**config.mk**
```make
export PLATFORM = sky130hd
export DESIGN_NAME = map_arbiter
export DESIGN_NICKNAME = d
export VERILOG_FILES = /design/src/rtl/map_arbiter.sv
export SDC_FILE = /design/constraint.sdc
export NUM_CORES = 1
export LEC_CHECK = 0
export ABC_AREA = 1
export BUFFER_PORTS_ARGS = -buffer_cell sky130_fd_sc_hd__buf_2
export CORE_MARGIN = 2
export CORE_UTILIZATION = 52
export CTS_CLUSTER_SIZE = 14
export DETAILED_ROUTE_END_ITERATION = 7
export MAX_ROUTING_LAYER = met4
export PLACE_DENSITY = 0.8
export SLEW_MARGIN = 20
export SYNTH_ARGS = -nofsm -noshare
export SYNTH_HDL_FRONTEND = slang
export SYNTH_SLANG_ARGS = --single-unit
```
**constraint.sdc**
```tcl
create_clock -name clk -period 2.9 [get_ports clk]
set_input_delay 0.435 -clock clk [delete_from_list [all_inputs] [get_ports clk]]
set_output_delay 0.435 -clock clk [all_outputs]
set_load 0.02 [all_outputs]
```
**src/rtl/map_arbiter.sv**
```systemverilog
`default_nettype none
// ============================================================================
//  Module   : map_arbiter
//  Brief    : Shares one combinational map ROM between the pixel-timed map
//             overlay (priority, one-entry cell cache) and the stallable wall
//             tracer (request/ack, with a starvation limit).
//  Revision : 1.0 - initial release
// ============================================================================
module map_arbiter #(
    parameter int MAP_WIDTH_BITS  = 4,
    parameter int MAP_HEIGHT_BITS = 4,
    parameter int MAX_WAIT        = 3
) (
    input  logic                       clk,
    input  logic                       reset,
    input  logic                       ov_req,
    input  logic [MAP_WIDTH_BITS-1:0]  ov_col,
    input  logic [MAP_HEIGHT_BITS-1:0] ov_row,
    output logic                       ov_val,
    output logic                       ov_valid,
    input  logic                       tr_req,
    input  logic [MAP_WIDTH_BITS-1:0]  tr_col,
    input  logic [MAP_HEIGHT_BITS-1:0] tr_row,
    output logic                       tr_ack,
    output logic                       tr_val,
    output logic [MAP_WIDTH_BITS-1:0]  o_map_col,
    output logic [MAP_HEIGHT_BITS-1:0] o_map_row,
    input  logic                       i_map_val
);

    localparam int         c_TAG_W    = MAP_WIDTH_BITS + MAP_HEIGHT_BITS;
    localparam logic [3:0] c_MAX_WAIT = 4'(MAX_WAIT);

    logic [c_TAG_W-1:0] r_tag;
    logic               r_tag_valid;
    logic [3:0]         r_wait_cnt;
    logic               r_ov_val;
    logic               r_ov_valid;
    logic               r_tr_ack;
    logic               r_tr_val;

    logic [c_TAG_W-1:0] w_ov_addr;
    logic               w_hit;
    logic               w_ov_need;
    logic               w_force_tr;
    logic               w_gnt_ov;
    logic               w_gnt_tr;

    assign w_ov_addr = {ov_col, ov_row};

    // Cache lookup, starvation override and grant decision for this cycle.
    // The tracer is blocked during its ack cycle because it still presents
    // the request it has just been answered for.
    always_comb begin
        w_hit      = ov_req && r_tag_valid && (w_ov_addr == r_tag);
        w_ov_need  = ov_req && !w_hit;
        w_force_tr = tr_req && !r_tr_ack && (r_wait_cnt == c_MAX_WAIT);
        w_gnt_ov   = !reset && w_ov_need && !w_force_tr;
        w_gnt_tr   = !reset && tr_req && !r_tr_ack && !w_gnt_ov;
    end

    // ROM address: overlay only when it owns the cycle, tracer otherwise
    // (idle cycles included, so the tracer address is already settled).
    always_comb begin
        o_map_col = tr_col;
        o_map_row = tr_row;
        if (w_gnt_ov) begin
            o_map_col = ov_col;
            o_map_row = ov_row;
        end
    end

    // Overlay side: cache fill on a granted miss; a hit leaves ov_val as is
    // since it already holds the cached cell. A pre-empted miss reports
    // not-valid and the overlay draws the stale value for that pixel.
    always_ff @(posedge clk) begin
        if (reset) begin
            r_ov_val    <= 1'b0;
            r_ov_valid  <= 1'b0;
            r_tag       <= '0;
            r_tag_valid <= 1'b0;
        end else begin
            r_ov_valid <= ov_req && (w_hit || w_gnt_ov);
            if (w_gnt_ov) begin
                r_ov_val    <= i_map_val;
                r_tag       <= w_ov_addr;
                r_tag_valid <= 1'b1;
            end
        end
    end

    // Tracer side: one-cycle ack carrying the read value, plus the count of
    // consecutive cycles a pending request has lost to the overlay.
    always_ff @(posedge clk) begin
        if (reset) begin
            r_tr_ack   <= 1'b0;
            r_tr_val   <= 1'b0;
            r_wait_cnt <= 4'd0;
        end else begin
            r_tr_ack <= w_gnt_tr;
            if (w_gnt_tr) begin
                r_tr_val <= i_map_val;
            end
            if (w_gnt_tr || !tr_req) begin
                r_wait_cnt <= 4'd0;
            end else if (!r_tr_ack && (r_wait_cnt != c_MAX_WAIT)) begin
                r_wait_cnt <= r_wait_cnt + 4'd1;
            end
        end
    end

    assign ov_val   = r_ov_val;
    assign ov_valid = r_ov_valid;
    assign tr_ack   = r_tr_ack;
    assign tr_val   = r_tr_val;

endmodule
`default_nettype wire

```
==> summary.txt <==
Run status
  • Run status: complete, no violations

Timing
  • Max Slew Vio Count: 0
  • RSZ-0062 raised after global routing: no
  • Final hold vios: 0
  • Worst Tran Pin Value: 254.6 ps
  • Relative slew slack: 0.8302
  • Tcrit/Tclk final: 0.7936
  • Final setup TNS: 0 ps
  • Setup violators final: 0
  • Final Skew: 2.764 ps
  • FMAX: 0.4345 GHz
  • Setup ws final: approximately 600 ps
  • Min Tclk post-route: about 2300 ps

GRT
  • Largest net degree at the start of global routing: 19
  • Initial antenna violation count: 0
  • Gr ovfl total: 0
  • Total GRT Usage: 0.1986
  • Number of global-route vias before repair: 790
  • First-pass GRT wire length: 3036 um

Synth
  • Number of synthesized register bits: 17
  • EDFF count, synth: 0
  • Post-synthesis area per instance: ~6.7 sq um
  • Ys Warns: 0
  • Share of the synthesized area in the top cell type: 0.3465
  • Asr flop ratio synth: 0
  • Sequential share of the synthesized area: 0.3465
  • Synth cell types: 25
  • Post-synth top cells: nand2_1, inv_1, nor2_1
  • Most used DFF post-synth: dfxtp_1
  • Mapped Cells: 146
  • Post-Syn Nets: between 150 and 200
  • Most common cell in the synthesized netlist: nand2_1
  • Synth area leaders: dfxtp_1, nand2_1, inv_1
  • Synthesized cell area: approximately 980 sq um
  • Post-synth top area cell: dfxtp_1

Cells and area
  • Design area: roughly 1200 sq um
  • Total Nets Final: 203
  • Layout area overhead: 19.75%
  • Share of layout cells above drive strength 1: 0.2667
  • Footprint of the multi-input gates: 528.0 sq um
  • N_diodes: 0
  • Fin cells: 205
  • Fillcell total: 166
  • Final Core Density: 0.6738
  • Sequential Area: roughly 340 sq um

Setup path
  • Critical path class: reg2out
  • Crit path max-delay family: simple AND/OR/NAND/NOR gates
  • Max FO, Critical Path: 18
  • Buf+Inv Stages, Crit Path: 3
  • CP startpoint kind: flop
  • Critical Path Most Common Cell: nand2_1
  • Crit-path slowest cell: dfxtp_1
  • Critical Path AT: 1870 ps
  • CP Capture Type: primary output
  • CP Data Required Time: 2470 ps
  • Max incr delay on CP: approximately 370 ps
  • CP cell instances: ha_1 -> nand2_1 -> o21ai_4 -> inv_2 -> nand2_4 -> inv_1 -> nand2_1 -> nand2_1 -> buf_2

Clocking
  • Hold Buf Count CTS: 0
  • Max Buffers Root-to-Sink: 2
  • Setup Fix Bufs, Post-CTS: 0
  • Post-CTS Resized: 0
  • Clk_lat worst skew: about 290 ps
  • Root Buffer: clkbuf_4
  • TritonCTS buffer count: 3
  • H-tree Lvls: 1
  • TritonCTS clock tree: done
  • Clock transition at path regs: around 90 ps
  • Clock sinks: 17

Floorplanning
  • Placement Rows: 15
  • Core footprint: 1745 sq um
  • Die area: 2252 sq um
  • Die span in x: 47.46 um
  • Initial Utilization: 0.5627
  • Die Y: 47.46 um
  • I/O pin count: 33

Routing
  • Initial DRC Count: 15
  • Antenna Nets Post-Route: 0
  • Post-detailed-route DRC marker count: 0
  • DR vias/cell: about 4.7
  • Total wire length: just under 2000 um
  • Vias post-DR: 962
  • Router iterations before antenna repair: 4
  • Avg WL per Cell: 9.654 um

Placement
  • Inst Count DP: 201
  • Placed cell area: about 1100 sq um
  • I/O Buffers: 32
  • Post-Place Worst Slack: 796.8 ps
  • DP HPWL: 1600 um
  • Routability Congestion: 0.7700

Power and ir drop
  • Pwr Density: 413.8 nW/um^2
  • Worst vdd ir: 0.2665 mV
  • Static Leak: 0.6309 nW

Hold path
  • HP Class: in2reg

Job
  • Maxcap violations: 0
metal layers:
metal / GRT usage / up-vias / share of wire
li1: - / 513 / -
met1: 0.2143 / 424 / 0.42
met2: 0.3541 / 21 / 0.53
met3: 0.03396 / 4 / 0.039
met4: 0.08333 / 0 / 0.013
met5: - / - / 0
power breakdown:
| group | switching [mW] | total (mW) | leakage, nW | internal [mW] |
|---|---|---|---|---|
| Combinational | 0.0679 | 0.110 | 0.477 | 0.0424 |
| Clock | 0.0719 | 0.125 | 0.0150 | 0.0535 |
| Sequential | 0.00657 | 0.251 | 0.139 | 0.244 |
metrics by stage:
| stage | hold slack, ps | total power, mW |
|---|---|---|
| after detailed placement | 458.4 | 0.3672 |
| final | 386.7 | 0.4867 |
| after CTS | 387.6 | 0.4905 |
| after global placement | 454.0 | 0.3640 |
| after global routing | 397.5 | 0.5171 |
| after floorplan | 440.1 | 0.3313 |
tightest hold or removal path, stage by stage:
cell and delay [ps]:
buf_2 100, nand3_2 60, nand2_1 60
final cells by class:
type | count | area share
multi-input combinational | 103 | 0.4489
inverter | 24 | 0.07660
clock buffer | 4 | 0.02234
tap | 25 | 0.02660
sequential | 17 | 0.2894
timing repair buffer | 32 | 0.1362
state kept, by name, indices dropped and copies added, names as in the netlist:
register	flops
ov_val	1
r_wait_cnt	4
tr_ack	1
r_tag	8
r_tag_valid	1
tr_val	1
ov_valid	1
worst paths after layout:
kind	cells after the start	slack (ps)	startpoint	end
worst min-delay path	3	390	i_map_val	tr_val$_SDFFE_PP0P_
worst max register to register	8	1320	r_wait_cnt[0]$_SDFFE_PP0P_	r_wait_cnt[3]$_SDFFE_PP0P_
worst max-delay path	9	600	r_wait_cnt[0]$_SDFFE_PP0P_	o_map_row[2]
worst min register to register	2	470	r_tag[5]$_SDFFE_PP0P_	r_tag[5]$_SDFFE_PP0P_
cells in the final DEF (no fill, tap or decap):
master	synthesis	final
nand3b_1	1	1
nand3_2	1	1
nand3_4	1	1
a21oi_1	6	6
nand2_2	3	3
o21ai_2	1	1
mux2i_1	2	2
a21oi_2	1	1
buf_2	0	32
or2_1	1	1
clkbuf_4	0	3
xor2_1	1	1
nand2_4	1	1
inv_1	22	22
clkbuf_1	1	1
o21ai_4	1	1
xnor2_1	3	3
nor2_4	1	1
nor2_1	20	20
nand2_1	48	48
mux2_2	1	1
ha_1	1	1
nand3_1	8	8
inv_2	2	2
a21boi_0	1	1
dfxtp_1	17	17
cells by family after synthesis:
logic type / share of synthesized area
and+or+nand+nor: 0.3847
buffers and inverters: 0.1159
DFF: 0.3465
AOI/OAI and AO/OA: 0.07262
xor gates and xnor gates: 0.03568
muxes: 0.03185
adders and majority gates: 0.01274
Note: power is estimated with default switching activity, not from simulation.
